<file path="src/rtl/ifu_pkg.sv">
// Shared types and constants for the instruction fetch unit.
package ifu_pkg;

  localparam int INST_W = 32;
  localparam int ADDR_W = 64;

  localparam logic [INST_W-1:0] INST_NOP         = 32'h0000_0013;
  localparam logic [ADDR_W-1:0] RESET_PC_DEFAULT = 64'h8000_0000;

  // One buffered instruction together with the PC it was fetched from.
  typedef struct packed {
    logic [ADDR_W-1:0] addr;
    logic [INST_W-1:0] inst;
  } fifoEntryT;

  // Pick the 32-bit word out of a returned doubleword using PC bit 2.
  function automatic logic [INST_W-1:0] selectWord(input logic [63:0] data, input logic hi);
    return hi ? data[63:32] : data[31:0];
  endfunction

endpackage

</file>
<file path="src/rtl/ifu_fifo.sv">
// Small synchronous FIFO with clear; DEPTH must be a power of two.
// Push while full is only honoured when a pop happens in the same cycle.
module ifu_fifo #(
  parameter int WIDTH = 96,
  parameter int DEPTH = 2
) (
  input  logic                       clk,
  input  logic                       rstN,
  input  logic                       clear,
  input  logic                       push,
  input  logic [WIDTH-1:0]           pushData,
  input  logic                       pop,
  output logic [WIDTH-1:0]           headData,
  output logic [$clog2(DEPTH):0]     count,
  output logic                       full,
  output logic                       empty
);

  localparam int PW = $clog2(DEPTH);
  localparam int CW = PW + 1;

  logic [WIDTH-1:0] mem [DEPTH];
  logic [PW-1:0]    wrPtr;
  logic [PW-1:0]    rdPtr;
  logic             doPush;
  logic             doPop;

  assign empty    = (count == '0);
  assign full     = (count == CW'(DEPTH));
  assign doPop    = pop && !empty;
  assign doPush   = push && (!full || doPop);
  assign headData = mem[rdPtr];

  // Pointers and occupancy; clear discards everything and wins over push/pop.
  always_ff @(posedge clk or negedge rstN) begin
    if (!rstN) begin
      wrPtr <= '0;
      rdPtr <= '0;
      count <= '0;
    end else if (clear) begin
      wrPtr <= '0;
      rdPtr <= '0;
      count <= '0;
    end else begin
      if (doPush) wrPtr <= wrPtr + PW'(1);
      if (doPop)  rdPtr <= rdPtr + PW'(1);
      count <= count + CW'(doPush) - CW'(doPop);
    end
  end

  // Storage array needs no reset; occupancy decides what is valid.
  always_ff @(posedge clk) begin
    if (doPush && !clear) mem[wrPtr] <= pushData;
  end

endmodule

</file>
<file path="src/rtl/inst_fetch_unit.sv">
// Instruction fetch front-end: owns the fetch PC, issues credit-limited
// sequential fetches, buffers responses and hands instructions to IF/ID.
// Build option IFU_BYPASS_EN: a response arriving at an empty buffer is
// forwarded to the pipeline in the same cycle instead of waiting a cycle.
module inst_fetch_unit
  import ifu_pkg::*;
#(
  parameter logic [63:0] RESET_PC   = RESET_PC_DEFAULT,
  parameter int          FIFO_DEPTH = 2
) (
  input  logic              Clk,
  input  logic              Rst,
  input  logic              RedirectValid,
  input  logic [63:0]       RedirectAddr,
  output logic              ReqValid,
  input  logic              ReqReady,
  output logic [63:0]       ReqAddr,
  input  logic              RespValid,
  input  logic [63:0]       RespData,
  output logic              InstValid,
  input  logic              InstReady,
  output logic [31:0]       InstOut,
  output logic [63:0]       InstAddrOut
);

  localparam int CW = $clog2(FIFO_DEPTH) + 1;
  localparam logic [CW:0] CREDITS = FIFO_DEPTH[CW:0];

  logic              runFlag;
  logic [ADDR_W-1:0] fetchPc;
  logic [CW-1:0]     outCnt;
  logic [CW-1:0]     dropCnt;
  logic [CW:0]       creditUsed;
  logic              reqFire;
  logic              respTake;
  logic              respDrop;
  logic              bypassHit;
  logic              instPush;
  logic              instPop;
  logic [INST_W-1:0] respWord;
  fifoEntryT         instIn;
  fifoEntryT         instHead;
  logic [CW-1:0]     instCount;
  logic              instFull;
  logic              instEmpty;
  logic [ADDR_W-1:0] tagHead;
  logic [CW-1:0]     tagCount;
  logic              tagFull;
  logic              tagEmpty;
  logic              unusedBits;

  // Responses still owed for dropped requests keep holding their credit.
  assign creditUsed = {1'b0, outCnt} + {1'b0, instCount};
  assign ReqValid   = runFlag && !RedirectValid && (creditUsed < CREDITS);
  assign ReqAddr    = {fetchPc[63:3], 3'b000};
  assign reqFire    = ReqValid && ReqReady;

  assign respTake = RespValid && !RedirectValid && (dropCnt == '0);
  assign respDrop = RespValid && !RedirectValid && (dropCnt != '0);
  assign respWord = selectWord(RespData, tagHead[2]);
  assign instIn   = '{addr: tagHead, inst: respWord};

`ifdef IFU_BYPASS_EN
  assign bypassHit = respTake && instEmpty;
`else
  assign bypassHit = 1'b0;
`endif

  assign instPush = respTake && !(bypassHit && InstReady);
  assign instPop  = !RedirectValid && InstReady && !instEmpty;

  assign unusedBits = ^{tagCount, tagFull, tagEmpty, instFull, RedirectAddr[1:0]};

  // Fetch PC, outstanding-response count and post-redirect discard count.
  always_ff @(posedge Clk or negedge Rst) begin
    if (!Rst) begin
      runFlag <= 1'b0;
      fetchPc <= RESET_PC;
      outCnt  <= '0;
      dropCnt <= '0;
    end else begin
      runFlag <= 1'b1;
      outCnt  <= outCnt + CW'(reqFire) - CW'(RespValid);
      if (RedirectValid) begin
        fetchPc <= {RedirectAddr[63:2], 2'b00};
        dropCnt <= outCnt - CW'(RespValid);
      end else begin
        if (reqFire)  fetchPc <= fetchPc + 64'd4;
        if (respDrop) dropCnt <= dropCnt - CW'(1);
      end
    end
  end

  // Present the buffer head, or the arriving word when bypassing an empty buffer.
  always_comb begin
    InstValid   = 1'b0;
    InstOut     = INST_NOP;
    InstAddrOut = '0;
    if (!instEmpty) begin
      InstValid   = 1'b1;
      InstOut     = instHead.inst;
      InstAddrOut = instHead.addr;
    end else if (bypassHit) begin
      InstValid   = 1'b1;
      InstOut     = respWord;
      InstAddrOut = tagHead;
    end
  end

  ifu_fifo #(.WIDTH($bits(fifoEntryT)), .DEPTH(FIFO_DEPTH)) instBuf (
    .clk      (Clk),
    .rstN     (Rst),
    .clear    (RedirectValid),
    .push     (instPush),
    .pushData (instIn),
    .pop      (instPop),
    .headData (instHead),
    .count    (instCount),
    .full     (instFull),
    .empty    (instEmpty)
  );

  ifu_fifo #(.WIDTH(ADDR_W), .DEPTH(FIFO_DEPTH)) tagQueue (
    .clk      (Clk),
    .rstN     (Rst),
    .clear    (RedirectValid),
    .push     (reqFire),
    .pushData (fetchPc),
    .pop      (respTake),
    .headData (tagHead),
    .count    (tagCount),
    .full     (tagFull),
    .empty    (tagEmpty)
  );

endmodule

</file>
<file path="config.mk">
export PLATFORM = sky130hd
export DESIGN_NAME = inst_fetch_unit
export DESIGN_NICKNAME = d
export VERILOG_FILES = /design/src/rtl/ifu_pkg.sv /design/src/rtl/ifu_fifo.sv /design/src/rtl/inst_fetch_unit.sv
export SDC_FILE = /design/constraint.sdc
export NUM_CORES = 1
export LEC_CHECK = 0
export ABC_AREA = 1
export CAP_MARGIN = 25
export CORE_MARGIN = 2
export CORE_UTILIZATION = 45
export DETAILED_ROUTE_END_ITERATION = 12
export PLACE_DENSITY = 0.68
export RECOVER_POWER = 100
export SETUP_SLACK_MARGIN = 0.02
export SYNTH_ARGS = -nofsm -noshare
export SYNTH_HDL_FRONTEND = slang
export SYNTH_SLANG_ARGS = --single-unit
</file>
<file path="constraint.sdc">
create_clock -name Clk -period 7.85 [get_ports Clk]
set_clock_uncertainty 0.05 [all_clocks]
set_input_delay 0.785 -clock Clk [delete_from_list [all_inputs] [get_ports Clk]]
set_output_delay 0.785 -clock Clk [all_outputs]
set_load 0.03 [all_outputs]
</file>
### After elaboration in Yosys (flattened, before gate mapping)

Memories as Yosys holds them, arrays and structs flattened.
Cells that the tools add are included.

| storage, ports and cells | value |
|---|---|
| bits in writable memories | 320 |
| output and inout bits | 162 |
| logic and storage cells | 82 |
| memories kept | 2 |
| flip-flop bits (word level) | 77 |

Memories:

| name | depth | bits a word | read ports | clocked after memory_dff | write ports | line | RTL |
|---|---|---|---|---|---|---|---|
| instBuf.mem | 2 | 96 | 1 | 0 | 1 | ifu_fifo.sv:22 | `logic [WIDTH-1:0] mem [DEPTH];` |
| tagQueue.mem | 2 | 64 | 1 | 0 | 1 | ifu_fifo.sv:22 |  |

| cells by class | value |
|---|---|
| add/subtract/negate cells | 14 |
| order comparisons | 1 |
| muxes and demuxes | 22 |
| eq/ne operators | 2 |
| reductions and logical operators | 31 |

Operators by type and width:

| operator | number |
|---|---|
| $mux W64 | 3 |
| $add A64 B3 Y64 const B | 1 |
| $mux W32 | 2 |
| $logic_and A1 B1 Y1 | 14 |
| $reduce_bool A2 Y1 | 7 |
| $mux W1 | 13 |
| $mux W2 | 4 |
| $sub A2 B1 Y2 | 4 |
| $add A2 B1 Y2 | 3 |
| $logic_not A2 Y1 | 3 |
| $logic_not A1 Y1 | 5 |
| $add A1 B1 Y1 const B | 4 |
| $eq A2 B2 Y1 const B | 2 |
| $add A2 B2 Y3 | 1 |
| $lt A3 B2 Y1 const B | 1 |
| $logic_or A1 B1 Y1 | 2 |
| $sub A2 B1 Y2 const B | 1 |

### Logic depth before layout (Yosys ltp)

Gate-level depths: netlist of run 1.

| logic depth | value |
|---|---|
| word-level depth | 9 |
| depth in mapped cells | 15 |
| depth with buffers taken out | 13 |

### Cells and area by module

From an unflattened synthesis of run 1, not the netlist that was laid out.

| unflattened totals | value |
|---|---|
| cell total of the unflattened synthesis | 2054 |
| area total of the unflattened synthesis | 19007.0 um^2 |

By module, submodules not included:

| module | instances | sequential area each (um^2) | area an instance (um^2) | cells an instance |
|---|---|---|---|---|
| ifu_fifo (instBuf) | 1 | 5865.6 | 7255.7 | 544 |
| inst_fetch_unit | 1 | 1677.9 | 6824.0 | 1137 |
| ifu_fifo (tagQueue) | 1 | 3943.8 | 4927.2 | 373 |

### Worst setup path after synthesis of run 1

No wires, ideal clock.

| timing | value |
|---|---|
| kind | input-to-reg |
| start | input port RedirectValid |
| end | memory instBuf.mem[1][0] (enable) |
| path slack | 2.083 ns |
| stages | 4 |
| data required time | 7.251 ns |
| data arrival time | 5.168 ns |
| cells stage by stage | buf_2 o211ai_1 nand2_1 nor2_1 |

| on the way | value |
|---|---|
| word-level cells in the longest chain between the ends | 9 |
| elaborated cells between the ends (all ways) | 11 |

Ends and longest elaborated chain:

| item | line | RTL |
|---|---|---|
| from (decl) | inst_fetch_unit.sv:13 | `input logic RedirectValid,` |
| $logic_not A1 Y1 * | ifu_fifo.sv:53, inst_fetch_unit.sv:58, inst_fetch_unit.sv:70 |  |
| $logic_and A1 B1 Y1 (2 in a row) | inst_fetch_unit.sv:70 | `assign instPop = !RedirectValid && InstReady && !instEmpty;` |
| $logic_and A1 B1 Y1 | ifu_fifo.sv:30 | `assign doPop = pop && !empty;` |
| $logic_or A1 B1 Y1 | ifu_fifo.sv:31 | `assign doPush = push && (!full \|\| doPop);` |
| $logic_and A1 B1 Y1 | ifu_fifo.sv:31 |  |
| $logic_and A1 B1 Y1 * | ifu_fifo.sv:53 | `if (doPush && !clear) mem[wrPtr] <= pushData;` |
| $mux W1 * | ifu_fifo.sv:53 |  |
| $mux W1 (implied by the code) * | ifu_fifo.sv:53 |  |
| to (decl) | ifu_fifo.sv:22 |  |

Every way passes the cells marked *; elsewhere a longest branch is shown, timed or not.

### Worst setup path in the final report of run 1

| timing | value |
|---|---|
| start | register instBuf.count[1] |
| end | output port InstAddrOut[3] |

| on the way | value |
|---|---|
| word-level cells in the longest chain between the ends | 2 |

Ends and longest elaborated chain:

| item | line | RTL |
|---|---|---|
| from (decl) | ifu_fifo.sv:14 | `output logic [$clog2(DEPTH):0] count,` |
| from (signal assigned) | ifu_fifo.sv:47 | `count <= count + CW'(doPush) - CW'(doPop);` |
| $logic_not A2 Y1 | ifu_fifo.sv:28 | `assign empty = (count == '0);` |
| $mux W64 | inst_fetch_unit.sv:99 | `if (!instEmpty) begin` |
| to (decl) | inst_fetch_unit.sv:23 | `output logic [63:0] InstAddrOut` |

Every way passes these cells.

==> impl_metrics.prom, run 1 <==
# TYPE chip_impl_metric gauge
chip_impl_info{name="status",value="finished with violations"} 1
chip_impl_info{name="violations",value="capacitance limit, slew limit"} 1
chip_impl_metric{name="globalRouteOverflowTotal",unit=""} 0
chip_impl_metric{name="detail_route.drc_violations",unit=""} 0
chip_impl_metric{name="initial_antenna_violation_count",unit=""} 2
chip_impl_metric{name="via_per_inst",unit=""} 5.03
chip_impl_metric{name="routedWlPerCell",unit="um"} 18.1
chip_impl_metric{name="synth.ff_latch_count",unit=""} 387
chip_impl_metric{name="grt_use_total",unit="%"} 22.6
chip_impl_metric{name="netlist_instances",unit=""} 1813
chip_impl_metric{name="yosys_warnings",unit=""} 0
chip_impl_metric{name="timing.final.max_slew_violations",unit=""} 533
chip_impl_metric{name="syn-mean-instance-area",unit="sq um"} 9.87
chip_impl_info{name="regToRegStartpoint",value="tagQueue.rdPtr$_DFFE_PN0P_"} 1
chip_impl_metric{name="cp_data_required_time",unit="ns"} 7.01
chip_impl_metric{name="delay_of_the_slowest_cell_on_the_worst_path",unit="ns"} 1.55
chip_impl_metric{name="htree_levels",unit=""} 2
chip_impl_metric{name="worst_pin_slew",unit="ns"} 3.29
chip_impl_info{name="most_common_cell_after_layout_fill_and_taps_aside",value="sky130_fd_sc_hd__nand2_1"} 1
chip_impl_info{name="highest_count_cells_in_the_layout_ignoring_fill_and_taps",value="sky130_fd_sc_hd__nand2_1 (714), sky130_fd_sc_hd__edfxtp_1 (312), sky130_fd_sc_hd__dlygate4sd3_1 (154), sky130_fd_sc_hd__clkdlybuf4s50_1 (132), sky130_fd_sc_hd__nor2_1 (126)"} 1
chip_impl_info{name="cp-end-kind",value="output port"} 1
chip_impl_metric{name="hpwl_after_detailed_placement",unit="um"} 32000
chip_impl_metric{name="grt_start_max_net_pins",unit=""} 86
chip_impl_metric{name="total_setup_violations_reported_at_the_end_of_the_flow",unit=""} 0
chip_impl_metric{name="placementRows",unit=""} 73
chip_impl_info{name="worstPathCellList",value="nor2_1, clkbuf_2, a21oi_1, dlygate4sd3_1"} 1
chip_impl_metric{name="timing.setup.tns",unit="ns"} 0
chip_impl_metric{name="fraction_of_layout_cells_with_a_size_suffix_above_1",unit="%"} 5.09
chip_impl_info{name="tritoncts",value="done"} 1
chip_impl_metric{name="first_pass_iters",unit=""} 7
chip_impl_metric{name="start_util",unit="%"} 45.4
chip_impl_info{name="critical_path.startpoint_type",value="register"} 1
chip_impl_metric{name="crit_fanout",unit=""} 69
chip_impl_info{name="clockRootBuffer",value="sky130_fd_sc_hd__clkbuf_16"} 1
chip_impl_metric{name="max_freq",unit="MHz"} 172
chip_impl_metric{name="fin_crit_sh",unit="%"} 74.3
chip_impl_metric{name="reg2reg_depth",unit=""} 7
chip_impl_metric{name="ioPinCount",unit=""} 296
chip_impl_metric{name="vdd.ir_drop.worst",unit="mV"} 0.122
chip_impl_metric{name="routed-via-count",unit=""} 13000
chip_impl_info{name="crit_slowest_cell",value="sky130_fd_sc_hd__nor2_1"} 1
chip_impl_info{name="r2r_end",value="instBuf.mem[0][13]$_DFFE_PP_"} 1
chip_impl_metric{name="finalCriticalPeriod",unit="ns"} 5.83
chip_impl_info{name="crit_start",value="instBuf.count[1]$_DFF_PN0_"} 1
chip_impl_metric{name="final_cells",unit=""} 2588
chip_impl_metric{name="numCtsBuffers",unit=""} 41
chip_impl_metric{name="coreArea",unit="sq um"} 39500
chip_impl_metric{name="io_buffer_count",unit=""} 288
chip_impl_metric{name="cts_buffer_depth",unit=""} 3
chip_impl_metric{name="ys_types",unit=""} 29
chip_impl_metric{name="cts-hold-fix-buffers",unit=""} 0
chip_impl_metric{name="reg2reg_setup_slack",unit="ns"} 2.25
chip_impl_metric{name="cts.sink_count",unit=""} 387
chip_impl_metric{name="power_density",unit="nW/um^2"} 267
chip_impl_metric{name="ant_nets",unit=""} 0
chip_impl_info{name="critPathKind",value="register to output port"} 1
chip_impl_metric{name="wl",unit="um"} 46900
chip_impl_metric{name="path_clk_slew",unit="ns"} 0.06
chip_impl_metric{name="worstPathArrival",unit="ns"} 4.99
chip_impl_metric{name="clk-insertion-delay-late",unit="ns"} 0.55
chip_impl_metric{name="placedCellCount",unit=""} 2509
chip_impl_metric{name="gp_routability_congestion",unit=""} 0.909
chip_impl_metric{name="design.die.area",unit="sq um"} 41400
chip_impl_metric{name="number_of_gates_given_a_new_drive_strength_after_cts",unit=""} 0
chip_impl_metric{name="cell_area_synth",unit="sq um"} 17900
chip_impl_metric{name="postCtsSetupBuffers",unit=""} 0
chip_impl_metric{name="syn_to_final_growth",unit="%"} 23.7
chip_impl_metric{name="drv.max_cap_violation_count",unit=""} 10
chip_impl_metric{name="synth.yosys.seq_area_share",unit="%"} 62.8
chip_impl_metric{name="count_of_fill_cells_added_during_filler_insertion",unit=""} 3402
chip_impl_metric{name="global_route_wire_length_before_repair",unit="um"} 71700
chip_impl_metric{name="floorplan.die.width",unit="um"} 203
chip_impl_metric{name="power.leakage",unit="nW"} 8.83
chip_impl_metric{name="die_h",unit="um"} 203
chip_impl_metric{name="drtIter0Drc",unit=""} 815
chip_impl_info{name="cp-endpoint",value="InstAddrOut[3]"} 1
chip_impl_info{name="rsz0062_at_grt",value="no"} 1
chip_impl_metric{name="report.final.hold_viol_count",unit=""} 0
chip_impl_info{name="worstHoldPathType",value="register to register"} 1
chip_impl_metric{name="slew-limit-headroom",unit="%"} -119
chip_impl_metric{name="grt_pass1_vias",unit=""} 12400
chip_impl_metric{name="layout.nets",unit=""} 2173
==> cells by family after synthesis <==
| group | count (synthesis) | synth area share (%) |
|---|---|---|
| buffers and inverters | 240 | 6.67 |
| muxes | 32 | 2.01 |
| other | 2 | 0.0420 |
| xor gates and xnor gates | 32 | 1.57 |
| DFF | 387 | 62.8 |
| and+or+nand+nor | 937 | 20.6 |
| AOI/OAI and AO/OA | 173 | 5.49 |
| adders and majority gates | 10 | 0.741 |
==> registers in the layout, indices dropped and copies added (netlist names) <==
name	cells
instBuf.mem	188
instBuf.wrPtr	1
fetchPc	62
tagQueue.count	2
dropCnt	2
tagQueue.rdPtr	1
runFlag	1
tagQueue.mem	124
tagQueue.wrPtr	1
outCnt	2
instBuf.count	2
instBuf.rdPtr	1
==> worst min path at each step <==
stage,from,endpoint,depth (start not counted)
finish,tagQueue.mem[1][25]$_DFFE_PP_,instBuf.mem[0][57]$_DFFE_PP_,2
CTS,Rst,fetchPc[47]$_DFFE_PN0P_,1
detailed placement,tagQueue.mem[0][29]$_DFFE_PP_,instBuf.mem[0][61]$_DFFE_PP_,2
floorplan,tagQueue.wrPtr$_DFFE_PN0P_,tagQueue.wrPtr$_DFFE_PN0P_,1
global route,tagQueue.mem[0][31]$_DFFE_PP_,instBuf.mem[0][63]$_DFFE_PP_,2
global placement,tagQueue.mem[0][32]$_DFFE_PP_,instBuf.mem[0][64]$_DFFE_PP_,2
==> through the flow <==
stage	util, %	instance area [sq um]	hold slack [ns]	power (mW)	worst slack, ns
finish	56.1	22100	0.476	5.90	2.02
global route	56.1	22100	0.506	6.16	1.65
CTS	56.2	22200	0.398	6.02	3.25
detailed placement	52.7	20800	0.466	4.06	2.91
global placement	52.7	20800	0.459	4.03	2.95
floorplan	-	17900	0.432	3.49	2.08
==> critical path: cells and delay by family, from the launching register on <==
kind / cells / cell delay [ns]
compound gates: 1 / 0.20
simple gates: 1 / 1.55
buf+inv: 2 / 2.14
flops: 1 / 0.44
==> layout make-up <==
type | instances | area, sq um | area share [%]
multi-input combinational | 1190 | 5490 | 24.8
tap | 525 | 657 | 2.97
clock buffer | 60 | 1210 | 5.47
sequential | 387 | 11300 | 50.8
clock inverter | 16 | 170 | 0.769
timing repair buffer | 302 | 2950 | 13.3
antenna | 1 | 2.50 | 0.0113
inverter | 107 | 402 | 1.81
==> cells in the mapped netlist <==
master / instances / area share, %
sky130_fd_sc_hd__edfxtp_1: 312 / 52
sky130_fd_sc_hd__ha_1: 9 / 0.63
sky130_fd_sc_hd__nor3_1: 6 / 0.17
sky130_fd_sc_hd__nor2_1: 128 / 2.7
sky130_fd_sc_hd__mux2_2: 32 / 2.0
sky130_fd_sc_hd__nor2_4: 5 / 0.31
sky130_fd_sc_hd__buf_6: 3 / 0.19
sky130_fd_sc_hd__xnor2_1: 9 / 0.44
sky130_fd_sc_hd__buf_4: 70 / 2.9
sky130_fd_sc_hd__xor2_1: 23 / 1.1
sky130_fd_sc_hd__inv_2: 6 / 0.13
sky130_fd_sc_hd__inv_1: 101 / 2.1
sky130_fd_sc_hd__buf_1: 13 / 0.27
sky130_fd_sc_hd__a21oi_1: 98 / 2.7
sky130_fd_sc_hd__o21bai_1: 33 / 1.4
sky130_fd_sc_hd__o211ai_1: 14 / 0.59
sky130_fd_sc_hd__nor2_2: 4 / 0.14
sky130_fd_sc_hd__fa_1: 1 / 0.11
sky130_fd_sc_hd__nand4_1: 7 / 0.24
sky130_fd_sc_hd__conb_1: 2 / 0.042
sky130_fd_sc_hd__nand2_2: 11 / 0.38
sky130_fd_sc_hd__o21ai_0: 22 / 0.62
sky130_fd_sc_hd__nand3_1: 62 / 1.7
sky130_fd_sc_hd__buf_2: 6 / 0.17
sky130_fd_sc_hd__o21ai_1: 6 / 0.17
sky130_fd_sc_hd__clkbuf_1: 41 / 0.86
sky130_fd_sc_hd__dfrtp_1: 74 / 10
sky130_fd_sc_hd__nand2_1: 714 / 15
sky130_fd_sc_hd__dfstp_2: 1 / 0.15
==> report_power, final <==
group / internal (mW) / switching [mW]
combinational: 0.448 / 0.867
clock: 1.18 / 0.785
sequential: 2.43 / 0.195
total: 4.06 / 1.85
==> routing by layer <==
| metal | vias up | global-route usage [%] | share of wire (%) |
|---|---|---|---|
| li1 | 6332 | - | - |
| met1 | 6227 | 30.7 | 43 |
| met2 | 381 | 37.5 | 48 |
| met3 | 70 | 3.63 | 6.0 |
| met4 | 2 | 6.96 | 2.5 |
| met5 | - | 0 | 0.028 |
(Power assumes the default switching activity.)
==> run 2, diff against run 1 <==
--- a/config.mk
+++ b/config.mk
@@ -10,7 +10,7 @@
 export CORE_MARGIN = 2
 export CORE_UTILIZATION = 45
 export DETAILED_ROUTE_END_ITERATION = 12
-export PLACE_DENSITY = 0.68
+export PLACE_DENSITY = 0.71
 export RECOVER_POWER = 100
 export SETUP_SLACK_MARGIN = 0.02
 export SYNTH_ARGS = -nofsm -noshare
==> constraint.sdc (replaced) <==
create_clock -name Clk -period 4.9 [get_ports Clk]
set_clock_uncertainty 0.05 [all_clocks]
set_input_delay 0.49 -clock Clk [delete_from_list [all_inputs] [get_ports Clk]]
set_output_delay 0.49 -clock Clk [all_outputs]
set_load 0.03 [all_outputs]
==> impl_metrics.prom, run 2 (synthesized netlist as in run 1, its figures left out) <==
# TYPE chip_impl_metric gauge
chip_impl_metric{name="worstPathArrival",unit="ns"} 4.40
chip_impl_metric{name="reg2reg_setup_slack",unit="ns"} 0.72
chip_impl_info{name="register_containing_the_most_flip_flops_in_the_final_layout",value="instBuf.mem"} 1
chip_impl_info{name="min_from",value="RedirectValid"} 1
chip_impl_metric{name="clk-insertion-delay-late",unit="ns"} 0.54
chip_impl_metric{name="floorplan.die.width",unit="um"} 203
chip_impl_metric{name="placementRows",unit=""} 73
chip_impl_metric{name="design.die.area",unit="sq um"} 41400
chip_impl_metric{name="power_density",unit="nW/um^2"} 421
chip_impl_metric{name="hpwl_after_detailed_placement",unit="um"} 32600
chip_impl_metric{name="placement.cell_area",unit="sq um"} 20900
chip_impl_info{name="rsz0062_at_grt",value="no"} 1
chip_impl_metric{name="wl",unit="um"} 47600
chip_impl_metric{name="detailroute.wirelength.met2",unit="um"} 23600
chip_impl_metric{name="detail_route.drc_violations",unit=""} 0
chip_impl_metric{name="coreArea",unit="sq um"} 39500
chip_impl_metric{name="grt_start_max_net_pins",unit=""} 76
chip_impl_info{name="violations",value="capacitance limit, slew limit"} 1
chip_impl_info{name="critPathKind",value="register to register"} 1
chip_impl_metric{name="placedCellCount",unit=""} 2516
chip_impl_info{name="cp-end-kind",value="register"} 1
chip_impl_metric{name="crit_fanout",unit=""} 41
chip_impl_metric{name="grt_pass1_vias",unit=""} 12800
chip_impl_metric{name="gp_routability_congestion",unit=""} 0.924
chip_impl_info{name="r2r_end",value="instBuf.mem[1][3]$_DFFE_PP_"} 1
chip_impl_metric{name="slew-limit-headroom",unit="%"} -117
chip_impl_metric{name="path_clk_slew",unit="ns"} 0.06
chip_impl_metric{name="fraction_of_layout_cells_with_a_size_suffix_above_1",unit="%"} 5.28
chip_impl_metric{name="totalPowerFinal",unit="mW"} 9.32
chip_impl_metric{name="io_buffer_count",unit=""} 288
chip_impl_metric{name="worst_hold_path.num_cells",unit=""} 4
chip_impl_metric{name="numCtsBuffers",unit=""} 39
chip_impl_info{name="highest_count_cells_in_the_layout_ignoring_fill_and_taps",value="sky130_fd_sc_hd__nand2_1 (714), sky130_fd_sc_hd__edfxtp_1 (312), sky130_fd_sc_hd__dlygate4sd3_1 (155), sky130_fd_sc_hd__clkdlybuf4s50_1 (132), sky130_fd_sc_hd__nor2_1 (124)"} 1
chip_impl_metric{name="syn_to_final_growth",unit="%"} 23.8
chip_impl_metric{name="final_cells",unit=""} 2589
chip_impl_info{name="status",value="finished with violations"} 1
chip_impl_metric{name="largest_register_ff_count",unit=""} 188
chip_impl_metric{name="first_pass_iters",unit=""} 5
chip_impl_metric{name="worst_pin_slew",unit="ns"} 3.25
chip_impl_metric{name="detail_route.wirelength.met1",unit="um"} 20100
chip_impl_info{name="regToRegStartpoint",value="tagQueue.rdPtr$_DFFE_PN0P_"} 1
chip_impl_metric{name="die_h",unit="um"} 203
chip_impl_metric{name="globalRouteOverflowTotal",unit=""} 0
chip_impl_metric{name="ioPinCount",unit=""} 296
chip_impl_metric{name="power.leakage",unit="nW"} 8.84
chip_impl_info{name="worstHoldPathType",value="input pin to register"} 1
chip_impl_info{name="hold_end",value="tagQueue.rdPtr$_DFFE_PN0P_"} 1
chip_impl_info{name="tritoncts",value="done"} 1
chip_impl_metric{name="htree_levels",unit=""} 2
chip_impl_metric{name="timing.setup.tns",unit="ns"} 0
chip_impl_metric{name="cp_data_required_time",unit="ns"} 5.12
chip_impl_metric{name="ant_nets",unit=""} 0
chip_impl_metric{name="finalCriticalPeriod",unit="ns"} 4.18
chip_impl_metric{name="drv.max_cap_violation_count",unit=""} 2
chip_impl_metric{name="report.final.hold_viol_count",unit=""} 0
chip_impl_metric{name="vdd.ir_drop.worst",unit="mV"} 0.203
chip_impl_metric{name="fin_crit_sh",unit="%"} 85.3
chip_impl_metric{name="routedWlPerCell",unit="um"} 18.4
chip_impl_metric{name="layout.nets",unit=""} 2178
chip_impl_info{name="clockRootBuffer",value="sky130_fd_sc_hd__clkbuf_16"} 1
chip_impl_metric{name="routed-via-count",unit=""} 13100
chip_impl_info{name="registers_with_the_highest_flip_flop_counts",value="instBuf.mem: 188 flops, tagQueue.mem: 124 flops, fetchPc: 62 flops"} 1
chip_impl_metric{name="timing.final.ws_setup",unit="ns"} 0.720
chip_impl_metric{name="reg2reg_depth",unit=""} 6
chip_impl_metric{name="global_route_wire_length_before_repair",unit="um"} 72300
chip_impl_info{name="critical_path.startpoint_type",value="register"} 1
chip_impl_metric{name="max_freq",unit="MHz"} 239
chip_impl_metric{name="postCtsSetupBuffers",unit=""} 0
chip_impl_metric{name="cts_buffer_depth",unit=""} 3
chip_impl_metric{name="total_setup_violations_reported_at_the_end_of_the_flow",unit=""} 0
chip_impl_info{name="most_common_cell_after_layout_fill_and_taps_aside",value="sky130_fd_sc_hd__nand2_1"} 1
chip_impl_metric{name="layout.cell_area.non_filler",unit="sq um"} 22200
chip_impl_metric{name="met3WireLength",unit="um"} 2510
chip_impl_metric{name="dp_worst_slack",unit="ns"} 1.12
chip_impl_metric{name="drtIter0Drc",unit=""} 947
chip_impl_metric{name="initial_antenna_violation_count",unit=""} 1
chip_impl_info{name="routed.top_layer",value="met4"} 1
chip_impl_metric{name="timing.final.max_slew_violations",unit=""} 116
chip_impl_metric{name="via_per_inst",unit=""} 5.07
chip_impl_metric{name="grt_use_total",unit="%"} 22.8
chip_impl_metric{name="cts.sink_count",unit=""} 387
chip_impl_metric{name="start_util",unit="%"} 45.4
==> run 2: cell count changes in the layout (fill, tap and decap cells not counted), moves of 3 or more <==
cell and delta:
sky130_fd_sc_hd__clkinv_2 -3, sky130_fd_sc_hd__buf_4 +8, sky130_fd_sc_hd__clkbuf_8 -3, sky130_fd_sc_hd__mux2_2 +3
sky130_fd_sc_hd__clkbuf_16 -4, sky130_fd_sc_hd__mux2_1 -3
==> run 2: per-layer routing <==
metal	global-route usage, %	vias to the layer above
met5	0	-
met4	8.13	0
met3	2.56	78
met2	38.8	421
met1	30.4	6292
li1	-	6335
==> run 2: final cells by class <==
type	instances	area [sq um]
Antenna cell	1	2.50
Clock buffer	57	1080
Clock inverter	13	194
Fill cell	3368	17300
Inverter	107	402
Multi-Input combinational cell	1190	5500
Sequential cell	387	11300
Tap cell	525	657
Timing Repair Buffer	309	3070
==> run 2: worst max-delay path by stage <==
stage | start | to | slack, ns
global placement | instBuf.count[0]$_DFF_PN0_ | tagQueue.mem[0][48]$_DFFE_PP_ | 1.12
finish | tagQueue.rdPtr$_DFFE_PN0P_ | instBuf.mem[1][3]$_DFFE_PP_ | 0.72
CTS | instBuf.count[0]$_DFF_PN0_ | tagQueue.mem[0][51]$_DFFE_PP_ | 1.08
global route | instBuf.count[0]$_DFF_PN0_ | tagQueue.mem[0][51]$_DFFE_PP_ | 0.44
floorplan | instBuf.count[0]$_DFF_PN0_ | tagQueue.mem[0][10]$_DFFE_PP_ | 0.21
detailed placement | instBuf.count[0]$_DFF_PN0_ | tagQueue.mem[0][51]$_DFFE_PP_ | 1.12
==> run 2: timing repair <==
item | CTS | global route
hold buffers | 0 | 1
endpoints found under the hold margin | 0 | 18
gates resized for setup | 0 | 0
==> run 2: stage by stage <==
stage,util [%],hold WS [ns]
5_1_grt,56.2,0.304
4_1_cts,56.1,0.106
2_1_floorplan,-,0.144
6_report,56.2,0.285
3_5_place_dp,52.9,0.470
3_3_place_gp,52.8,0.458
==> run 2: critical path, stage by stage, from the launching register on <==
cell and delay (ns):
sky130_fd_sc_hd__dfrtp_1 0.88, sky130_fd_sc_hd__clkbuf_1 1.70, sky130_fd_sc_hd__clkinv_1 0.33, sky130_fd_sc_hd__nand2_1 0.14, sky130_fd_sc_hd__nand2_1 0.06, sky130_fd_sc_hd__buf_4 0.26
sky130_fd_sc_hd__mux2_1 0.41
==> run 2: power by group <==
group          switching [mW]  internal, mW  total, mW  leakage (nW)
Combinational            1.42         0.737       2.16          4.48
Sequential              0.300          3.89       4.19          3.74
Clock                    1.21          1.76       2.97         0.618
